## src/rtl/tree_route_node_if.sv

```systemverilog
// Input, select and output channels of one tree route node.
// The master modport is the node's own view.
interface tree_route_node_if #(
    parameter int DATA_W = 9,
    parameter int SW     = 2,
    parameter int NP     = 3
);
    logic              in_valid;
    logic              in_ready;
    logic [DATA_W-1:0] in_data;
    logic              sel_valid;
    logic              sel_ready;
    logic [SW-1:0]     sel_data;
    logic [NP-1:0]     out_valid;
    logic [NP-1:0]     out_ready;
    logic [DATA_W-1:0] out_data;

    modport master (
        input  in_valid, in_data, sel_ready, out_ready,
        output in_ready, sel_valid, sel_data, out_valid, out_data
    );

    modport slave (
        output in_valid, in_data, sel_ready, out_ready,
        input  in_ready, sel_valid, sel_data, out_valid, out_data
    );
endinterface

```

## src/rtl/tree_route_node.sv

```systemverilog
// Tree NoC route node: buffers packets in a small FIFO, then sends a select
// token on the S channel followed by the packet on the chosen child or up port.
//
//   state | meaning
//   IDLE  | waiting for a FIFO head; latches its route when one appears
//   SEL   | offering the route index on the select channel
//   DATA  | offering the head packet on port route_q; pops on its ready
module tree_route_node #(
    parameter int                DATA_W    = 9,
    parameter int                ADDR_W    = 4,
    parameter int                ADDR_LSB  = 5,
    parameter logic [ADDR_W-1:0] NODE_ADDR = 4'b0010,
    parameter logic [ADDR_W-1:0] NODE_MASK = 4'b1110,
    parameter int                NUM_DOWN  = 2,
    parameter int                CHILD_LSB = 0,
    parameter int                DEPTH     = 4,
    localparam int               CW        = $clog2(NUM_DOWN),
    localparam int               SW        = $clog2(NUM_DOWN + 1),
    localparam int               AW        = $clog2(DEPTH)
) (
    input  logic              CLK,
    input  logic              _RESET,
    tree_route_node_if.master bus,
    output logic [AW:0]       fifo_count,
    output logic [15:0]       pkt_count
);
    localparam int              NP       = NUM_DOWN + 1;
    localparam logic [AW:0]     FULL_CNT = (AW + 1)'(DEPTH);
    localparam logic [SW-1:0]   UP_PORT  = SW'(NUM_DOWN);

    typedef enum logic [1:0] {IDLE, SEL, DATA} state_t;

    state_t            state_q, state_d;
    logic [DATA_W-1:0] mem [DEPTH];
    logic [AW-1:0]     wr_ptr, rd_ptr;
    logic [AW:0]       count_q;
    logic [SW-1:0]     route_q, route_d, route_head;
    logic [ADDR_W-1:0] dst;
    logic [DATA_W-1:0] head;
    logic [15:0]       pkt_q;
    logic              full, empty, push, pop;

    assign head  = mem[rd_ptr];
    assign full  = (count_q == FULL_CNT);
    assign empty = (count_q == '0);
    // No bypass: a full FIFO refuses input even while it is being popped.
    assign push  = bus.in_valid && !full;
    assign pop   = (state_q == DATA) && bus.out_ready[route_q];

    assign dst        = head[ADDR_LSB +: ADDR_W];
    assign route_head = ((dst & NODE_MASK) == NODE_ADDR) ? SW'(dst[CHILD_LSB +: CW]) : UP_PORT;

    assign bus.in_ready = !full;
    assign fifo_count   = count_q;
    assign pkt_count    = pkt_q;

    always_ff @(posedge CLK) begin
        if (push) mem[wr_ptr] <= bus.in_data;
    end

    always_ff @(posedge CLK or negedge _RESET) begin
        if (!_RESET) begin
            wr_ptr  <= '0;
            rd_ptr  <= '0;
            count_q <= '0;
        end else begin
            if (push) wr_ptr <= wr_ptr + AW'(1);
            if (pop)  rd_ptr <= rd_ptr + AW'(1);
            if (push && !pop)      count_q <= count_q + (AW + 1)'(1);
            else if (pop && !push) count_q <= count_q - (AW + 1)'(1);
        end
    end

    always_ff @(posedge CLK or negedge _RESET) begin
        if (!_RESET) begin
            state_q <= IDLE;
            route_q <= '0;
        end else begin
            state_q <= state_d;
            route_q <= route_d;
        end
    end

    always_ff @(posedge CLK or negedge _RESET) begin
        if (!_RESET)  pkt_q <= '0;
        else if (pop) pkt_q <= pkt_q + 16'd1;
    end

    always_comb begin
        state_d       = state_q;
        route_d       = route_q;
        bus.sel_valid = 1'b0;
        bus.sel_data  = '0;
        bus.out_valid = '0;
        bus.out_data  = '0;
        case (state_q)
            IDLE: begin
                if (!empty) begin
                    route_d = route_head;
                    state_d = SEL;
                end
            end
            SEL: begin
                bus.sel_valid = 1'b1;
                bus.sel_data  = route_q;
                if (bus.sel_ready) state_d = DATA;
            end
            DATA: begin
                bus.out_valid = NP'(1) << route_q;
                bus.out_data  = head;
                if (bus.out_ready[route_q]) state_d = IDLE;
            end
            default: state_d = IDLE;
        endcase
    end
endmodule
```

## src/flat_wrapper.sv

```systemverilog
// flat-port wrapper written by rule: the top's interface ports become plain ports
module tree_route_node_flat 
#(
    parameter int                DATA_W    = 9,
    parameter int                ADDR_W    = 4,
    parameter int                ADDR_LSB  = 5,
    parameter logic [ADDR_W-1:0] NODE_ADDR = 4'b0010,
    parameter logic [ADDR_W-1:0] NODE_MASK = 4'b1110,
    parameter int                NUM_DOWN  = 2,
    parameter int                CHILD_LSB = 0,
    parameter int                DEPTH     = 4,
    localparam int               CW        = $clog2(NUM_DOWN),
    localparam int               SW        = $clog2(NUM_DOWN + 1),
    localparam int               AW        = $clog2(DEPTH)
)
  (CLK, _RESET, fifo_count, pkt_count, bus_in_valid, bus_in_data, bus_sel_ready, bus_out_ready, bus_in_ready, bus_sel_valid, bus_sel_data, bus_out_valid, bus_out_data);
  tree_route_node_if #(.DATA_W(DATA_W)) bus_i ();
  input  logic CLK;
  input  logic _RESET;
  output logic [AW:0] fifo_count;
  output logic [15:0] pkt_count;
  input wire logic [$bits(bus_i.in_valid)-1:0] bus_in_valid;
  input wire logic [$bits(bus_i.in_data)-1:0] bus_in_data;
  input wire logic [$bits(bus_i.sel_ready)-1:0] bus_sel_ready;
  input wire logic [$bits(bus_i.out_ready)-1:0] bus_out_ready;
  output wire logic [$bits(bus_i.in_ready)-1:0] bus_in_ready;
  output wire logic [$bits(bus_i.sel_valid)-1:0] bus_sel_valid;
  output wire logic [$bits(bus_i.sel_data)-1:0] bus_sel_data;
  output wire logic [$bits(bus_i.out_valid)-1:0] bus_out_valid;
  output wire logic [$bits(bus_i.out_data)-1:0] bus_out_data;
  assign bus_i.in_valid = bus_in_valid;
  assign bus_i.in_data = bus_in_data;
  assign bus_i.sel_ready = bus_sel_ready;
  assign bus_i.out_ready = bus_out_ready;
  assign bus_in_ready = bus_i.in_ready;
  assign bus_sel_valid = bus_i.sel_valid;
  assign bus_sel_data = bus_i.sel_data;
  assign bus_out_valid = bus_i.out_valid;
  assign bus_out_data = bus_i.out_data;
  tree_route_node #(.DATA_W(DATA_W), .ADDR_W(ADDR_W), .ADDR_LSB(ADDR_LSB), .NODE_ADDR(NODE_ADDR), .NODE_MASK(NODE_MASK), .NUM_DOWN(NUM_DOWN), .CHILD_LSB(CHILD_LSB), .DEPTH(DEPTH)) u_core (.CLK(CLK), ._RESET(_RESET), .bus(bus_i), .fifo_count(fifo_count), .pkt_count(pkt_count));
endmodule
```

## config.mk

```make
export PLATFORM = sky130hd
export DESIGN_NAME = tree_route_node_flat
export DESIGN_NICKNAME = d
export VERILOG_FILES = /design/src/rtl/tree_route_node_if.sv /design/src/rtl/tree_route_node.sv /design/src/flat_wrapper.sv
export SDC_FILE = /design/constraint.sdc
export NUM_CORES = 1
export LEC_CHECK = 0
export ABC_AREA = 1
export ABC_CLOCK_PERIOD_IN_PS = 2600
export BUFFER_PORTS_ARGS = -buffer_cell sky130_fd_sc_hd__buf_2
export CORE_MARGIN = 8
export CORE_UTILIZATION = 40
export CTS_CLUSTER_DIAMETER = 50
export DETAILED_ROUTE_END_ITERATION = 8
export HOLD_SLACK_MARGIN = 0.08
export PLACE_DENSITY = 0.61
export SLEW_MARGIN = 20
export SYNTH_ARGS = -nofsm -noshare
export SYNTH_HDL_FRONTEND = slang
export SYNTH_SLANG_ARGS = --single-unit
```

## constraint.sdc

```tcl
create_clock -name CLK -period 2.6 [get_ports CLK]
set_input_delay 0.39 -clock CLK [delete_from_list [all_inputs] [get_ports CLK]]
set_output_delay 0.39 -clock CLK [all_outputs]
set_load 0.02 [all_outputs]
```

==> flow_summary.json, run 1 <==
{
  "hpwl_mm": 4.654,
  "drcViolationCount": 0,
  "maxCapViolCount": 0,
  "ys_types": 25,
  "grt_max_degree": 28,
  "dieArea_um2": 10510,
  "fmax_mhz": 470.2,
  "power_density_nw_per_um2": 1002,
  "endpoint_kind": "output port",
  "start_kind": "register",
  "grt_pass1_wl_mm": 10.92,
  "drive_gt1_frac": 0.2036,
  "rsz0062_at_grt": "false",
  "ir_drop_v": 0.0005010,
  "cts_tree": "done",
  "fp.dieH_um": 102.5,
  "drtIter0Drc": 127,
  "required_ps": 2210,
  "clkSinkCount": 63,
  "nNetsFinal": 406,
  "worstReg2RegEnd": "u_core.fifo_count[2]",
  "vias": 2311,
  "clockBufferDepth": 2,
  "core-area_um2": 7253,
  "synth_area_um2": 2993,
  "area_growth_pct": 18.35,
  "die_width_um": 102.5,
  "top_layer": "met4",
  "hold_ws_ps": 256.5,
  "num_antenna_cells": 0,
  "yosysTopAreaCell": "edfxtp_1",
  "final-hold-violation-count": 0,
  "wire_per_inst_um": 13.62,
  "port_buffers": 50,
  "grt_pass1_vias": 2276,
  "reg2reg_from": "u_core.fifo_count[0]",
  "max-slew-margin-rel": 0.5836,
  "yosys-top-cells-area": "edfxtp_1, dfrtp_1, nand2_1",
  "arrival_ps": 1740,
  "htreeDepth": 3,
  "cts_setup_buffers": 0,
  "wl_met3_um": 479,
  "yosysSeqAreaShare": 0.5870,
  "num_rows": 31,
  "clkTransAtPathRegs_ps": 70,
  "start_util": 0.4126,
  "crit_type": "register to output port",
  "setup_viol_count_final": 0,
  "ios": 51,
  "globalplace.congestion": 0.7950,
  "wl_met2_mm": 3.084,
  "routed_via_density": 4.745,
  "cts_root_buf": "clkbuf_8",
  "synth_warnings": 0,
  "grt.overflow.total": 0,
  "syn_avg_cell_area_um2": 9.266,
  "ys_ff_latch": 63,
  "hold_depth": 1,
  "ant_nets": 0,
  "hold_start": "bus_in_data[3]",
  "leakagePower_nw": 1.581,
  "synth_top_area_frac": 0.3612,
  "status": "complete, no violations",
  "synth_cells": 323,
  "worst_slew_pin_slew_ps": 624.7,
  "reg2reg_depth": 10,
  "fin_tns_setup_ps": 0,
  "hold_path.class": "input pin to register",
  "drt-total-wl_mm": 6.633,
  "period_share": 0.8180,
  "r2r_slack_ps": 590,
  "hold_end": "u_core.mem[0][3]",
  "grt_usage": 0.1370,
  "drv_slew": 0,
  "drtPass1Iterations": 4,
  "grt_antenna_before_repair": 0,
  "clock_latency_ps": 340,
  "syn-num-nets": 346,
  "numCtsBuffers": 9,
  "critPathMaxFanout": 20,
  "wl_met1_mm": 2.979,
  "min_period_ps": 2127,
  "finClkSkew_ps": 8.106
}
synthesized netlist by cell type:
library cell / number
nand2_1: 87
nor2_1: 53
edfxtp_1: 36
dfrtp_1: 27
inv_1: 27
nand3_1: 21
o21ai_0: 20
a21oi_1: 7
ha_1: 6
xor2_1: 5
buf_2: 4
nand4_1: 4
nor3_1: 4
xnor2_1: 4
nand3b_1: 3
buf_6: 2
clkbuf_1: 2
nand2_2: 2
o21ai_1: 2
o21ai_2: 2
buf_12: 1
clkinv_1: 1
fa_1: 1
inv_2: 1
nand3_2: 1
registers in the layout, summed over array words and instances (netlist names):
name,cells
u_core.fifo_count,3
u_core.mem,36
u_core.pkt_count,16
u_core.rd_ptr,2
u_core.route_q,2
u_core.state_q,2
u_core.wr_ptr,2
report_power, final:
part	switching, mW	internal [mW]	total (mW)
Combinational	0.900	0.419	1.32
Clock	0.401	0.374	0.775
Sequential	0.148	1.31	1.46
stage by stage:
stage                     instances  total power, mW  setup WS, ps  utilization  instance area, µm²
final                           487            3.549         473.1       0.4884                3542
after global placement          470            2.778         688.6       0.4618                3349
after floorplan                 323            2.380         447.4            -                2993
after detailed placement        470            2.812         581.1       0.4618                3349
after global routing            487            3.831         262.1       0.4884                3542
after CTS                       487            3.593         439.3       0.4884                3542
worst max-delay path, cell delays in order (launching register included):
cell and delay [ps]:
dfrtp_1 380, inv_1 440, o21ai_0 190, a21oi_1 200, buf_2 190
area by class of cell:
cell class,instances,area [µm²]
Clock buffer,10,137.6
Sequential cell,63,1757
Multi-Input combinational cell,222,1057
Timing Repair Buffer,58,312.8
Inverter,29,108.9
Fill cell,684,3711
Clock inverter,6,45.04
Tap cell,99,123.9
timing repair:
| action | CTS | global route |
|---|---|---|
| hold buffers | 1 | 0 |
| resized for setup | 0 | 0 |
| endpoints found under the hold margin | 17 | 0 |
metal layers:
metal,up-vias,global-route usage
li1,1174,-
met1,1073,0.1706
met2,57,0.2128
met3,7,0.04591
met4,0,0.05756
met5,-,0
logic make-up after synthesis:
group,after synthesis,share of synthesized area
AO/OA/AOI/OAI,31,0.05435
buffers and inverters,38,0.05978
flip-flops,63,0.5870
adder cells (fa/ha/maj),7,0.03177
XOR/XNOR,9,0.02634
AND/OR/NAND/NOR,175,0.2408
worst max-delay path by stage:
stage                         start                    to  slack, ps  cells past startpoint
2_1_floorplan  u_core.fifo_count[0]  u_core.fifo_count[2]        450                     10
3_3_place_gp   u_core.fifo_count[0]  u_core.fifo_count[2]        690                     10
3_5_place_dp   u_core.fifo_count[0]  u_core.fifo_count[2]        580                     10
4_1_cts            u_core.rd_ptr[0]       bus_out_data[7]        440                      6
5_1_grt            u_core.rd_ptr[0]       bus_out_data[6]        260                      6
6_report           u_core.rd_ptr[0]       bus_out_data[3]        470                      4
layout by cell type (no fill, tap or decap):
cell / Yosys / layout
nand3b_1: 3 / 3
nand4_1: 4 / 4
o21ai_2: 2 / 2
o21ai_1: 2 / 2
xor2_1: 5 / 5
nand2_2: 2 / 2
inv_2: 1 / 1
nor3_1: 4 / 4
clkbuf_8: 0 / 10
dfrtp_1: 27 / 27
clkinv_1: 1 / 1
xnor2_1: 4 / 4
edfxtp_1: 36 / 36
nor2_1: 53 / 53
nand3_2: 1 / 1
fa_1: 1 / 1
ha_1: 6 / 6
inv_1: 27 / 27
dlygate4sd3_1: 0 / 1
clkinv_4: 0 / 1
buf_2: 4 / 50
o21ai_0: 20 / 20
inv_6: 0 / 1
nand2_1: 87 / 87
clkinvlp_4: 0 / 3
clkinv_2: 0 / 1
buf_4: 0 / 7
a21oi_1: 7 / 7
nand3_1: 21 / 21
(Power assumes the default switching activity.)
==> run 2, diff against run 1 <==
--- a/config.mk
+++ b/config.mk
@@ -6,7 +6,7 @@
 export NUM_CORES = 1
 export LEC_CHECK = 0
 export ABC_AREA = 1
-export ABC_CLOCK_PERIOD_IN_PS = 2600
+export ABC_CLOCK_PERIOD_IN_PS = 2020
 export BUFFER_PORTS_ARGS = -buffer_cell sky130_fd_sc_hd__buf_2
 export CORE_MARGIN = 8
 export CORE_UTILIZATION = 40
==> constraint.sdc (replaced) <==
create_clock -name CLK -period 2.02 [get_ports CLK]
set_input_delay 0.303 -clock CLK [delete_from_list [all_inputs] [get_ports CLK]]
set_output_delay 0.303 -clock CLK [all_outputs]
set_load 0.02 [all_outputs]
==> run 2 against run 1 <==
Clock power rose by 38%; final cell count up 1.0%; sequential power rose by 30%.
==> flow_summary.json, run 2 (synthesis results as in run 1) <==
{
  "numCtsBuffers": 9,
  "drt-total-wl_mm": 6.538,
  "grt_pass1_wl_mm": 10.45,
  "max-slew-margin-rel": 0.5867,
  "ios": 51,
  "drv_slew": 0,
  "finClkSkew_ps": 13.59,
  "clockBufferDepth": 2,
  "grt_max_degree": 28,
  "drive_gt1_frac": 0.2290,
  "clock_latency_ps": 330,
  "grt.overflow.total": 0,
  "core-area_um2": 7253,
  "preCtsSetupSlack_ps": 130.2,
  "regMostFlops": "u_core.mem",
  "power_density_nw_per_um2": 1304,
  "final-hold-violation-count": 0,
  "cts_root_buf": "clkbuf_8",
  "start_util": 0.4126,
  "worst_slew_pin_slew_ps": 619.9,
  "min_period_ps": 1864,
  "nNetsFinal": 411,
  "rsz0062_at_grt": "false",
  "clkTransAtPathRegs_ps": 80,
  "required_ps": 1720,
  "layout_common_cells": "nand2_1, nor2_1, buf_2",
  "endpoint_kind": "output port",
  "drcViolationCount": 0,
  "setup_ws_ps": 156.3,
  "arrival_ps": 1560,
  "final_common_cell": "nand2_1",
  "hold_path.class": "input pin to register",
  "ir_drop_v": 0.0005896,
  "drtPass1Iterations": 4,
  "num_rows": 31,
  "hpwl_mm": 4.643,
  "grt_antenna_before_repair": 0,
  "htreeDepth": 3,
  "grt_usage": 0.1300,
  "dieArea_um2": 10510,
  "fp.dieH_um": 102.5,
  "cts_tree": "done",
  "port_buffers": 50,
  "ant_nets": 0,
  "fin_tns_setup_ps": 0,
  "drtIter0Drc": 88,
  "setup_viol_count_final": 0,
  "leakagePower_nw": 1.613,
  "crit_type": "register to output port",
  "area_growth_pct": 20.69,
  "start_kind": "register",
  "routed_via_density": 4.667,
  "die_width_um": 102.5,
  "critPathMaxFanout": 13,
  "fmax_mhz": 536.6,
  "grt_pass1_vias": 2150,
  "vias": 2296,
  "globalplace.congestion": 0.7630,
  "largest_reg_flops": 36,
  "num_antenna_cells": 0,
  "period_share": 0.9226,
  "wire_per_inst_um": 13.29,
  "clkSinkCount": 63,
  "maxCapViolCount": 0,
  "status": "complete, no violations"
}
-- run 2: layout make-up --
type	count	area, µm²
Sequential cell	63	1760
Clock buffer	9	123.9
Clock inverter	7	72.57
Fill cell	701	3641
Multi-Input combinational cell	222	1069
Inverter	29	112.6
Tap cell	99	123.9
Timing Repair Buffer	63	350.3
-- run 2: final timing paths --
| kind | from | end | slack [ps] | cells after the start |
|---|---|---|---|---|
| min | bus_in_data[1] | u_core.mem[1][1] | 190 | 1 |
| max in group asynchronous | _RESET | u_core.rd_ptr[0] | 1050 | 2 |
| min reg2reg | u_core.pkt_count[15] | u_core.pkt_count[15] | 530 | 2 |
| min in group asynchronous | _RESET | u_core.pkt_count[13] | 510 | 2 |
| max | u_core.state_q[1] | bus_out_data[4] | 160 | 5 |
| max reg2reg | u_core.route_q[0] | u_core.fifo_count[1] | 160 | 9 |
-- run 2: report_power, final --
group | total (mW) | internal [mW] | leakage [nW] | switching, mW
Combinational | 1.75 | 0.606 | 0.842 | 1.14
Sequential | 1.90 | 1.69 | 0.674 | 0.210
Clock | 1.07 | 0.571 | 0.0972 | 0.494
-- run 2: layer usage --
layer	vias up	GRT usage	share of wire
met2	52	0.2073	0.46
met5	-	0	0
li1	1185	-	-
met4	0	0.05418	0.0083
met1	1055	0.1658	0.48
met3	4	0.03038	0.055
-- run 2: repair_timing --
item / CTS / global route
endpoints found under the setup margin: 0 / 10
hold endpoints to repair: 27 / 0
hold buffers: 1 / 0
resized for setup: 0 / 5
buffers inserted: 0 / 2
-- run 2: worst max-delay path, stage by stage (launching register included) --
cell and delay (ps):
dfrtp_1 360, inv_1 60, nor2_1 140, inv_1 240, a21oi_1 230, buf_2 200
-- run 2: per-stage QoR --
stage                       util  instances  area [µm²]  hold WS [ps]  power [mW]
after floorplan                -        323        3000         7.409       3.075
after global placement    0.4659        473        3379         360.0       3.604
after detailed placement  0.4659        473        3379         362.9       3.639
after CTS                 0.4944        490        3586         173.5       4.718
after global routing      0.4980        492        3612         162.8       5.062
final                     0.4980        492        3612         190.6       4.709
